==> config.mk <==
export PLATFORM = sky130hd
export DESIGN_NAME = uart_rx
export DESIGN_NICKNAME = d
export VERILOG_FILES = /design/src/rtl/uart_rx.sv
export SDC_FILE = /design/constraint.sdc
export NUM_CORES = 1
export LEC_CHECK = 0
export BUFFER_PORTS_ARGS = -buffer_cell sky130_fd_sc_hd__clkbuf_2
export CAP_MARGIN = 20
export CORE_ASPECT_RATIO = 0.8
export CORE_MARGIN = 10
export CORE_UTILIZATION = 32
export DETAILED_ROUTE_END_ITERATION = 12
export HOLD_SLACK_MARGIN = 0.12
export PLACE_DENSITY = 0.59
export SYNTH_ARGS = -nofsm -noshare
export SYNTH_HDL_FRONTEND = slang
export SYNTH_SLANG_ARGS = --single-unit
==> constraint.sdc <==
create_clock -name rx_clk -period 2 [get_ports rx_clk]
set_clock_uncertainty 0.2 [all_clocks]
set_input_delay 0.3 -clock rx_clk [delete_from_list [all_inputs] [get_ports rx_clk]]
set_output_delay 0.3 -clock rx_clk [all_outputs]
set_load 0.01 [all_outputs]
==> src/rtl/uart_rx.sv <==
// UART receiver: 2-flop synchronized line, mid-bit sampling, 8 data bits
// LSB first, optional parity, valid/ready byte output with error pulses.
module uart_rx #(
  parameter int CLKS_PER_BIT = 16,
  parameter int PARITY_EN    = 0,
  parameter int PARITY_ODD   = 0
) (
  input  logic       rx_clk,
  input  logic       rx_rst_n,
  input  logic       rx_en,
  input  logic       rx_i,
  output logic [7:0] rx_o_data,
  output logic       rx_o_data_valid,
  input  logic       rx_i_ready,
  output logic       rx_o_frame_err,
  output logic       rx_o_parity_err,
  output logic       rx_o_overrun
);

  localparam int CW = $clog2(CLKS_PER_BIT);
  localparam logic [CW-1:0] HALF = CW'(CLKS_PER_BIT / 2 - 1);
  localparam logic [CW-1:0] FULL = CW'(CLKS_PER_BIT - 1);
  localparam logic ODD = (PARITY_ODD != 0);

  localparam logic [2:0] S_IDLE  = 3'd0;
  localparam logic [2:0] S_START = 3'd1;
  localparam logic [2:0] S_DATA  = 3'd2;
  localparam logic [2:0] S_PAR   = 3'd3;
  localparam logic [2:0] S_STOP  = 3'd4;
  localparam logic [2:0] S_WAIT  = 3'd5;

  logic          sync1_q, sync2_q, rx_s;
  logic [2:0]    state_q, state_d;
  logic [CW-1:0] cnt_q, cnt_d;
  logic [2:0]    bit_q, bit_d;
  logic [7:0]    shreg_q, shreg_d;
  logic          pbad_q, pbad_d;
  logic [7:0]    data_q, data_d;
  logic          valid_q, valid_d;
  logic          fe_q, fe_d;
  logic          pe_q, pe_d;
  logic          ov_q, ov_d;
  logic          deliver;

  assign rx_s = sync2_q;

  always_comb begin
    state_d = state_q;
    cnt_d   = cnt_q;
    bit_d   = bit_q;
    shreg_d = shreg_q;
    pbad_d  = pbad_q;
    data_d  = data_q;
    valid_d = valid_q;
    fe_d    = 1'b0;
    pe_d    = 1'b0;
    ov_d    = 1'b0;
    deliver = 1'b0;

    if (valid_q && rx_i_ready) valid_d = 1'b0;

    if (!rx_en) begin
      state_d = S_IDLE;
      cnt_d   = '0;
    end else begin
      case (state_q)
        S_IDLE: begin
          if (!rx_s) begin
            state_d = S_START;
            cnt_d   = '0;
            bit_d   = '0;
            pbad_d  = 1'b0;
          end
        end
        S_START: begin
          if (cnt_q == HALF) begin
            cnt_d   = '0;
            state_d = rx_s ? S_IDLE : S_DATA;
          end else begin
            cnt_d = cnt_q + CW'(1);
          end
        end
        S_DATA: begin
          if (cnt_q == FULL) begin
            cnt_d   = '0;
            shreg_d = {rx_s, shreg_q[7:1]};
            bit_d   = bit_q + 3'd1;
            if (bit_q == 3'd7)
              state_d = (PARITY_EN != 0) ? S_PAR : S_STOP;
          end else begin
            cnt_d = cnt_q + CW'(1);
          end
        end
        S_PAR: begin
          if (cnt_q == FULL) begin
            cnt_d   = '0;
            pbad_d  = (^{shreg_q, rx_s}) ^ ODD;
            state_d = S_STOP;
          end else begin
            cnt_d = cnt_q + CW'(1);
          end
        end
        S_STOP: begin
          if (cnt_q == FULL) begin
            cnt_d = '0;
            // a low stop bit outranks any parity complaint
            if (!rx_s) begin
              fe_d    = 1'b1;
              state_d = S_WAIT;
            end else begin
              state_d = S_IDLE;
              if (pbad_q) pe_d = 1'b1;
              else        deliver = 1'b1;
            end
          end else begin
            cnt_d = cnt_q + CW'(1);
          end
        end
        S_WAIT: begin
          if (rx_s) state_d = S_IDLE;
        end
        default: state_d = S_IDLE;
      endcase
    end

    if (deliver) begin
      if (valid_q && !rx_i_ready) begin
        ov_d = 1'b1;
      end else begin
        data_d  = shreg_q;
        valid_d = 1'b1;
      end
    end
  end

  always_ff @(posedge rx_clk or negedge rx_rst_n) begin
    if (!rx_rst_n) begin
      sync1_q <= 1'b1;
      sync2_q <= 1'b1;
      state_q <= S_IDLE;
      cnt_q   <= '0;
      bit_q   <= '0;
      shreg_q <= '0;
      pbad_q  <= 1'b0;
      data_q  <= 8'h00;
      valid_q <= 1'b0;
      fe_q    <= 1'b0;
      pe_q    <= 1'b0;
      ov_q    <= 1'b0;
    end else begin
      sync1_q <= rx_i;
      sync2_q <= sync1_q;
      state_q <= state_d;
      cnt_q   <= cnt_d;
      bit_q   <= bit_d;
      shreg_q <= shreg_d;
      pbad_q  <= pbad_d;
      data_q  <= data_d;
      valid_q <= valid_d;
      fe_q    <= fe_d;
      pe_q    <= pe_d;
      ov_q    <= ov_d;
    end
  end

  assign rx_o_data       = data_q;
  assign rx_o_data_valid = valid_q;
  assign rx_o_frame_err  = fe_q;
  assign rx_o_parity_err = pe_q;
  assign rx_o_overrun    = ov_q;

endmodule

Yosys cells after proc, flatten, opt, wreduce, memory -nomap -nowiden
Cells that the tools add are included.
{"block": "op_classes", "add_sub_neg": 2, "eq_ne": 19, "mux": 41, "n_bitwise": 1, "reduce_logical": 14}
{"cell": "3-bit 2-to-1 mux", "count": 11}
{"cell": "1-bit 2-to-1 mux", "count": 21}
{"cell": "3-bit != test, second input constant", "count": 7}
{"cell": "3-bit one-hot mux with 6 select lines", "count": 1}
{"cell": "4-bit 2-to-1 mux", "count": 4}
{"cell": "4-bit one-hot mux with 3 select lines", "count": 1}
{"cell": "3-bit equality test, second input constant", "count": 3}
{"cell": "9-bit XOR reduction", "count": 1}
{"cell": "4-bit AND reduction", "count": 2}
{"cell": "7-bit AND reduction", "count": 1}
{"cell": "3-bit by 2-bit equality test with 1-bit output, second input constant", "count": 2}
{"cell": "2-bit != test, second input constant", "count": 3}
{"cell": "3-bit one-hot mux with 2 select lines", "count": 1}
{"cell": "4-bit by 1-bit adder with 4-bit output, second input constant", "count": 1}
{"cell": "4-bit by 3-bit equality test with 1-bit output, second input constant", "count": 1}
{"cell": "4-bit equality test, second input constant", "count": 1}
{"cell": "4-bit by 2-bit != test with 1-bit output, second input constant", "count": 1}
{"cell": "2-bit AND reduction", "count": 2}
{"cell": "2-bit nonzero test", "count": 2}
{"cell": "3-bit by 1-bit adder with 3-bit output, second input constant", "count": 1}
{"cell": "3-bit by 1-bit equality test with 1-bit output, second input constant", "count": 1}
{"cell": "3-bit zero test", "count": 1}
{"cell": "3-bit AND reduction", "count": 1}
{"cell": "3-bit OR reduction", "count": 1}
{"cell": "other kinds (5)", "count": 6}
{"block": "word_totals", "ff_bits": 33, "in_bits": 5, "out_inout_bits": 12, "elab_cells": 89}

Depth between registers and ports, before layout
Gate-level depths: netlist of the first run.
{"block": "logic_depth", "word_depth": 6, "mapped_depth": 6, "depth_no_buf": 5}

Least setup slack after synthesis of the first run
No wires, ideal clock.
{"block": "synth_path", "path_type": "reg-to-reg", "startpoint": "register state_q[1]", "endpoint": "register data_q[0] (netlist: rx_o_data[0])", "setup_time_ns": 0.125, "t_arrival_ns": 1.835, "t_required_ns": 1.675, "slack_ns": -0.160, "path_stages_with_launch": 6, "n_path_buf": 1, "synth_period_minus_slack_ns": 2.160, "path_cell_list": "dfrtp_1 -> or3b_4 -> or4_4 -> nand2b_4 -> buf_6 -> mux2_4"}
{"block": "synth_between", "elab_chain_cells": 4}
{"element": "start: declaration", "line_no": "33", "source": "logic [2:0] state_q, state_d;"}
{"element": "start signal: assignment", "line_no": "153", "source": "state_q <= state_d;"}
{"element": "3-bit equality test", "line_no": "66", "source": "case (state_q)"}
{"element": "1-bit 2-to-1 mux", "line_no": "66"}
{"element": "1-bit 2-to-1 mux", "line_no": "62", "source": "if (!rx_en) begin"}
{"element": "2-bit AND reduction (no line)"}
{"element": "end signal: assignment", "line_no": "158", "source": "data_q <= data_d;"}
{"element": "end: declaration", "line_no": "38", "source": "logic [7:0] data_q, data_d;"}
Every way passes these cells.
A chain may end at the register's enable or synchronous reset.

Worst setup path in the final report of the first run
{"block": "layout_path", "startpoint": "register state_q[0]", "endpoint": "register data_q[5] (netlist: rx_o_data[5])"}
Same word-level chain as after synthesis.

==> results.tsv, run 1 <==
metric	value	unit
die_x	99.6	um
std_cell_rows	23	
slowest_stage	or4_4	
numCtsBuffers	5	
path_max_fanout	8	
cp.arrival	2.11	ns
vias	1228	
rsz0062_at_grt	yes	
syn_avg_cell_area	11.9	um^2
drt_iter0_drc	111	
yosys.area.top_type	dfrtp_1	
cts_max_level	2	
dpl.hpwl	2460	um
yosysSeqAreaShare	51.1	%
hold_violations	0	
cts.root.buffer_cell	clkbuf_8	
route.antenna.remaining_nets	0	
total_power	1620	uW
die_h	83.7	um
worst-slew-pin-transition	0.406	ns
post_drt_wl_per_cell	15.2	um
finalSetupViolCount	8	
power_density	787	nW/um^2
drt-total-wl	3600	um
synth_top_area_share	47.8	%
power_leakage	0.000995	uW
clock_latency	0.29	ns
holdCritPathClass	reg -> reg	
grt_pass1_vias	1267	
yosys_register_bits	33	
critPathLaunchType	flip-flop	
ys_types	37	
die-area	8330	um^2
core_area	4950	um^2
grt_max_degree	34	
hold_ws	0.157	ns
dr.pass1.iters	4	
cp-end-kind	flip-flop	
crit_chain	or3b_4 > or4_4 > nand2b_4 > mux2_4	
status	complete, but fails checks	
timing.setup.tns	-1.00	ns
slew_violations	0	
period_needed	2.13	ns
initial_utilization	32.8	%
drc_errors	0	
antenna_found_initial	0	
setup_ws	-0.133	ns
nets	181	
grt-ovfl-total	0	
min_period_over_period	107	%
postLayoutCellArea	2060	um^2
port_buffers	16	
clkTransAtPathRegs	0.07	ns
pin_count	17	
reg2reg_slack	-0.13	ns
netlist_area	1620	um^2
yosys_warnings	0	
synthTopCellsByArea	dfrtp_1 48%, mux2_4 7.4%, mux2_2 6.3%	
grt_usage	8.64	%
synthCells	136	
gp_congestion	0.817	
maxClockFrequency	0.469	GHz
violations	negative setup slack	
ir_worst_vdd	0.352	mV
area_growth_syn_to_layout	26.9	%
cts_sinks	33	
cts_tree	done	
worstSetupPathType	reg -> reg	
syn-num-nets	144	
slowest_delay	0.49	ns
grt_first_pass_wirelength	5960	um
drive_above_1_share	43.1	%
max_cap_violations	0	
maxSlewHeadroom	72.9	%
worstPathRequired	1.98	ns
vias_per_cell	5.20	
clockBufferDepth	2	
placed_area	1870	um^2
antenna_cells	0	
sequential cells by signal, indices dropped and copies added, names as in the netlist, 3 cells and up:
| signal | count |
|---|---|
| bit_q | 3 |
| state_q | 3 |
| cnt_q | 4 |
| rx_o_data | 8 |
| shreg_q | 8 |
synth_stat cells:
cell type / instances
nor4_1: 3
buf_6: 1
clkbuf_1: 6
mux2_4: 8
o21ai_0: 5
inv_1: 4
nand2b_1: 3
nand3_1: 1
or4b_2: 1
ha_1: 3
a2111oi_0: 1
nor2b_1: 2
xnor3_1: 1
nor3_1: 3
mux2_2: 9
dfrtp_1: 31
nand2_1: 6
nand4b_1: 1
o211ai_1: 1
dfstp_2: 2
nand2b_4: 1
nand4_1: 3
and4_1: 1
a22o_1: 3
nor2_1: 6
a21boi_0: 1
a21oi_1: 7
or4_1: 2
o22ai_1: 1
o31ai_1: 3
a311oi_1: 2
or3_1: 3
xnor2_1: 7
a31oi_1: 1
or4_4: 1
a21o_1: 1
or3b_4: 1
final timing paths:
kind | cells after the start | startpoint | end
hold reg to reg | 0 | sync1_q | rx_s
max in group asynchronous | 3 | rx_rst_n | sync1_q
min in group asynchronous | 3 | rx_rst_n | pbad_q
setup reg to reg | 4 | state_q[0] | rx_o_data[5]
hold / removal | 0 | sync1_q | rx_s
setup / recovery | 4 | state_q[0] | rx_o_data[5]
what timing repair did:
item                                    in CTS  in global routing
cloned                                       0                  1
gates resized for setup                      0                 13
endpoints found under the setup margin       8                 19
hold buffers                                 2                  0
setup buffers                                0                  1
hold endpoints to repair                    32                  0
report_power, final:
| part | total (uW) | leakage (uW) | internal [uW] | switching [uW] |
|---|---|---|---|---|
| sequential | 717 | 0.000453 | 696 | 21.3 |
| combinational | 398 | 0.000499 | 175 | 223 |
| clock | 502 | 0.0000439 | 240 | 262 |
layout make-up:
type                            instances  area [um^2]
Fill cell                             479         2890
Sequential cell                        33          828
Multi-Input combinational cell         92          810
Timing Repair Buffer                   37          240
Tap cell                               62         77.6
Clock buffer                            5         68.8
Clock inverter                          3         17.5
Inverter                                4         15.0
through the flow:
step	std cells	util [%]	worst slack [ns]
after global routing	236	41.6	-0.169
after CTS	234	40.0	-0.135
final	236	41.6	-0.133
after floorplan	136	-	-0.160
after global placement	224	37.8	-0.0909
after detailed placement	224	37.8	-0.131
worst max-delay path: cells and delay by family (launching register included):
kind	cells	cell delay, ns
multiplexers	1	0.32
flip-flops	1	0.38
AND/OR/NAND/NOR	3	1.12
metal layers:
layer  routed length, um  global-route usage (%)  part of all wire (%)
met1                1560                    10.1                    43
met4                  63                    3.64                   1.8
met5                   0                       0                     0
met2                1810                    14.1                    50
met3                 169                    2.81                   4.7
cell usage in the layout (no fill, tap or decap), types with 2 or more instances in the layout:
master / Yosys / routed
dfrtp_1: 31 / 31
buf_4: 0 / 18
clkbuf_2: 0 / 16
mux2_2: 9 / 9
mux2_4: 8 / 8
nand2_1: 6 / 6
xnor2_1: 7 / 6
nor2_1: 6 / 5
o21ai_0: 5 / 5
a21oi_1: 7 / 5
clkbuf_8: 0 / 5
inv_1: 4 / 4
nand4_1: 3 / 3
nor3_1: 3 / 3
o31ai_1: 3 / 3
or3_1: 3 / 3
a22o_1: 3 / 3
nand2b_1: 3 / 2
nor4_1: 3 / 2
nand2b_4: 1 / 2
nor2b_1: 2 / 2
or4_1: 2 / 2
a21oi_2: 0 / 2
a311oi_1: 2 / 2
ha_1: 3 / 2
clkinv_2: 0 / 2
dlygate4sd3_1: 0 / 2
dfstp_2: 2 / 2
logic make-up (layout without fill, tap and decap cells):
kind of cell / count (synthesis) / after routing / synth area share, %
multiplexers: 17 / 17 / 13.7
flip-flops: 33 / 33 / 51.1
XOR/XNOR: 8 / 8 / 5.17
AND/OR/NAND/NOR: 38 / 38 / 14.3
AO/OA/AOI/OAI: 26 / 26 / 10.5
buffers and inverters: 11 / 49 / 3.01
adder cells (fa/ha/maj): 3 / 3 / 2.32
Note: power is estimated with default switching activity, not from simulation.
==> run 2: changes to the inputs <==
--- a/config.mk
+++ b/config.mk
@@ -10,3 +10,3 @@
 export CORE_ASPECT_RATIO = 0.8
-export CORE_MARGIN = 10
+export CORE_MARGIN = 4
 export CORE_UTILIZATION = 32
==> constraint.sdc (replaced) <==
create_clock -name rx_clk -period 2 [get_ports rx_clk]
set_clock_uncertainty 0.2 [all_clocks]
set_input_delay 0.4 -clock rx_clk [delete_from_list [all_inputs] [get_ports rx_clk]]
set_output_delay 0.4 -clock rx_clk [all_outputs]
set_load 0.01 [all_outputs]
==> results.tsv, run 2 (synthesized netlist as in run 1, its figures left out) <==
metric	value	unit
cts_sinks	33	
status	complete, but fails checks	
postLayoutCellArea	2130	um^2
grt_first_pass_wirelength	5950	um
path_max_fanout	8	
cts.root.buffer_cell	clkbuf_8	
grt_use_met1	15.9	%
grt-ovfl-total	0	
dr.pass1.iters	4	
min_from	sync1_q	
total_power	1620	uW
drc_errors	0	
die-area	6280	um^2
grt_max_degree	34	
reg2reg_slack	-0.13	ns
slew_violations	0	
grt_pass1_vias	1233	
port_buffers	16	
grt_util_met3	3.91	%
grt_usage	12.2	%
drt_iter0_drc	109	
hold_violations	0	
placed_area	1880	um^2
power_density	761	nW/um^2
worstReg2RegEnd	rx_o_data[2]	
violations	negative setup slack	
die_x	87.6	um
reg2reg_depth	4	
clockBufferDepth	2	
std_cell_rows	22	
postLayoutCoreUtil	45.1	%
rsz0062_at_grt	yes	
worstSetupPathType	reg -> reg	
holdPathStages	0	
drive_above_1_share	44.1	%
post_drt_wl_per_cell	15.2	um
pwr-share-clk	29.8	%
critPathLaunchType	flip-flop	
grt_use_met2	18.6	%
maxClockFrequency	0.469	GHz
min_to	rx_s	
period_needed	2.13	ns
dp_slack	-0.121	ns
initial_utilization	34.2	%
worst-slew-pin-transition	0.418	ns
pin_count	17	
final_cell_mix	30 x dfrtp_1, 20 x buf_4, 16 x mux2_4, 16 x clkbuf_2	
nets	184	
route.antenna.remaining_nets	0	
setup_ws	-0.133	ns
pwr-share-comb	26.1	%
numCtsBuffers	5	
worstPathRequired	1.97	ns
power_switching	497	uW
pwr-share-seq	44.1	%
maxSlewHeadroom	72.2	%
antenna_cells	0	
gp_congestion	0.823	
reg2reg_from	state_q[0]	
antenna_found_initial	0	
p_int	1130	uW
clock_latency	0.28	ns
layout_commonest_cell	dfrtp_1	
p_sw_share	30.6	%
ir_worst_vdd	0.295	mV
finalSetupViolCount	8	
area_growth_syn_to_layout	31.6	%
power_leakage	0.00102	uW
die_h	71.7	um
clkTransAtPathRegs	0.07	ns
cp-end-kind	flip-flop	
core_area	4730	um^2
drt-total-wl	3610	um
holdCritPathClass	reg -> reg	
min_period_over_period	107	%
vias	1223	
cts_max_level	2	
cp.arrival	2.10	ns
dpl.hpwl	2490	um
cts_tree	done	
grt.busiest_layer	met2	
max_cap_violations	0	
vias_per_cell	5.16	
run 2: cell types whose count changed in the layout (fill, tap and decap cells not counted), sizes merged:
| cell | change |
|---|---|
| buf | +3 |
run 2: final cells by class:
type                            instances  area (um^2)
Fill cell                             426         2600
Clock buffer                            5         68.8
Sequential cell                        33          830
Inverter                                4         15.0
Timing Repair Buffer                   40          273
Clock inverter                          3         17.5
Tap cell                               60         75.1
Multi-Input combinational cell         92          855
run 2: power groups by stage:
stage	combinational, uW	sequential [uW]	clock (uW)
finish	424	716	483
global route	464	720	536
CTS	351	710	503
detailed placement	347	722	0
global placement	325	721	0
floorplan	207	728	0
run 2: worst max-delay path by stage:
stage / start / endpoint / slack (ns)
after floorplan: state_q[1] / rx_o_data[0] / -0.16
after global placement: state_q[0] / rx_o_data[2] / -0.09
after detailed placement: state_q[0] / rx_o_data[2] / -0.12
after CTS: state_q[0] / rx_o_data[2] / -0.14
after global routing: state_q[0] / rx_o_data[6] / -0.16
final: state_q[0] / rx_o_data[2] / -0.13
run 2: repair_timing:
action,in CTS,in global routing
gates resized for setup,0,25
setup endpoints to repair,8,19
pin swaps,0,2
hold buffers,2,0
hold endpoints to repair,32,0
buffers inserted,0,3
gates cloned,0,1
run 2: routing by layer:
layer	share of wire (%)	vias to the layer above	wire length [um]
li1	-	579	-
met1	47	601	1690
met2	46	37	1680
met3	5.1	6	185
met4	1.6	0	58
met5	0	-	0
run 2: stage by stage:
step | std cells | hold slack [ns] | TNS [ns]
after CTS | 233 | 0.157 | -1.06
final | 237 | 0.157 | -1.01
after global placement | 223 | 0.148 | -0.733
after floorplan | 136 | -0.0956 | -1.28
after global routing | 237 | 0.161 | -1.54
after detailed placement | 223 | 0.147 | -0.917
run 2: worst max-delay path: stages (launching register included):
cell and delay (ns):
dfrtp_1 0.38, or3b_4 0.40, or4_4 0.49, nand2b_4 0.23, mux2_4 0.33
==> run 3: changes to the inputs <==
Settings changed: CTS_BUF_LIST from default to sky130_fd_sc_hd__clkbuf_16.
==> results.tsv, run 3 (synthesized netlist as in run 1, its figures left out) <==
metric	value	unit
cts_sinks	33	
grt_max_degree	34	
timing.setup.tns	-0.957	ns
ir_worst_vdd	0.486	mV
area_growth_syn_to_layout	31.7	%
cp-end-kind	flip-flop	
hold_violations	0	
nFillCells	431	
dp_slack	-0.121	ns
drc_errors	0	
worstPathRequired	1.96	ns
clkTransAtPathRegs	0.05	ns
rsz0062_at_grt	yes	
finalSetupViolCount	8	
port_buffers	16	
dpl.hpwl	2490	um
initial_utilization	34.2	%
route.antenna.remaining_nets	0	
crit_family	simple AND/OR/NAND/NOR gates	
antenna_found_initial	0	
cts.root.buffer_cell	clkbuf_16	
p_int	1330	uW
period_needed	2.13	ns
violations	negative setup slack	
post_drt_wl_per_cell	15.2	um
pwr-share-clk	39.2	%
p_sw_share	27.8	%
drive_above_1_share	43.8	%
max_cap_violations	0	
slew_violations	0	
die_x	87.6	um
pwr-share-seq	38.6	%
pin_count	17	
final_cell_mix	30 x dfrtp_1, 19 x buf_4, 16 x clkbuf_2	
path_max_fanout	8	
nets	183	
grt-ovfl-total	0	
maxSlewHeadroom	71.7	%
crit_chain	or3b_4 > or4_4 > nand2b_4 > mux2_4	
die-area	6280	um^2
core_area	4730	um^2
cts_tree	done	
cts_max_level	2	
power_density	862	nW/um^2
grt_pass1_vias	1243	
placed_area	1880	um^2
std_cell_rows	22	
min_from	sync1_q	
vias	1219	
gp_congestion	0.823	
slowest_stage	or4_4	
setup_ws	-0.126	ns
die_h	71.7	um
grt_usage	12.2	%
startpoint	state_q[0]	
vias_per_cell	5.17	
worst-slew-pin-transition	0.425	ns
power_leakage	0.00103	uW
maxClockFrequency	0.470	GHz
status	complete, but fails checks	
clock_latency	0.27	ns
postLayoutCellArea	2140	um^2
cp.arrival	2.08	ns
slowest_delay	0.49	ns
hold_ws	0.155	ns
drt_iter0_drc	99	
reg2reg_from	state_q[0]	
numCtsBuffers	5	
critPathLaunchType	flip-flop	
power_switching	512	uW
grt_first_pass_wirelength	5940	um
worst-path-buf-inv	0	
layout_commonest_cell	dfrtp_1	
clockBufferDepth	2	
holdCritPathClass	reg -> reg	
pwr-share-comb	22.2	%
drt-total-wl	3590	um
worstSetupPathType	reg -> reg	
min_period_over_period	106	%
antenna_cells	0	
dr.pass1.iters	4	
[run 3: cell types whose count changed in the layout (fill, tap and decap cells not counted), moves of 5 or more]
| cell | before | now |
|---|---|---|
| clkbuf_16 | 0 | 5 |
| mux2_4 | 16 | 8 |
| mux2_2 | 1 | 9 |
| clkbuf_8 | 5 | 0 |
[run 3: final timing paths]
check | to | slack, ns | depth (start not counted)
max | rx_o_data[2] | -0.13 | 4
min | rx_s | 0.15 | 0
max reg2reg | rx_o_data[2] | -0.13 | 4
min reg2reg | rx_s | 0.15 | 0
max in group asynchronous | sync1_q | 0.77 | 3
min in group asynchronous | cnt_q[1] | 0.50 | 3
[run 3: cell type report]
cell class              instances  area (um^2)  area share [%]
flip-flops and latches         33          830            38.8
multi-input cells              92          815            38.1
repair buffers                 39          259            12.1
clock buffers                   5          125            5.86
well taps                      60         75.1            3.51
clock inverters                 3         17.5           0.820
inverters                       4         15.0           0.703
[run 3: per-layer routing]
metal  share of wire, %  wire length [um]  track usage, %
met3                4.8               172            2.87
met5                  0                 0               0
met4                2.1                74            5.79
met1                 45              1610            16.0
met2                 48              1740            18.7
[run 3: worst reg2reg max path, delay by kind of cell (launching register included)]
kind	cells	cell delay, ns
mux	1	0.33
simple gates	3	1.12
flops	1	0.37
[run 3: power groups by stage]
stage	combinational (uW)	sequential [uW]	clock [uW]
after CTS	351	711	739
after global routing	446	715	777
final	408	712	722
after global placement	325	721	0
after detailed placement	347	722	0
after floorplan	207	728	0
[run 3: per-stage QoR]
step           power, uW  utilization [%]  std cells
2_1_floorplan        936                -        136
3_3_place_gp        1050             39.8        223
3_5_place_dp        1070             39.8        223
4_1_cts             1800             43.2        233
5_1_grt             1940             45.1        236
6_report            1840             45.1        236
[run 3: repair_timing]
item / in CTS / in global routing
cloned: 0 / 1
buffers inserted: 0 / 2
endpoints found under the setup margin: 8 / 19
hold endpoints to repair: 32 / 0
hold buffers: 2 / 0
resized for setup: 0 / 14
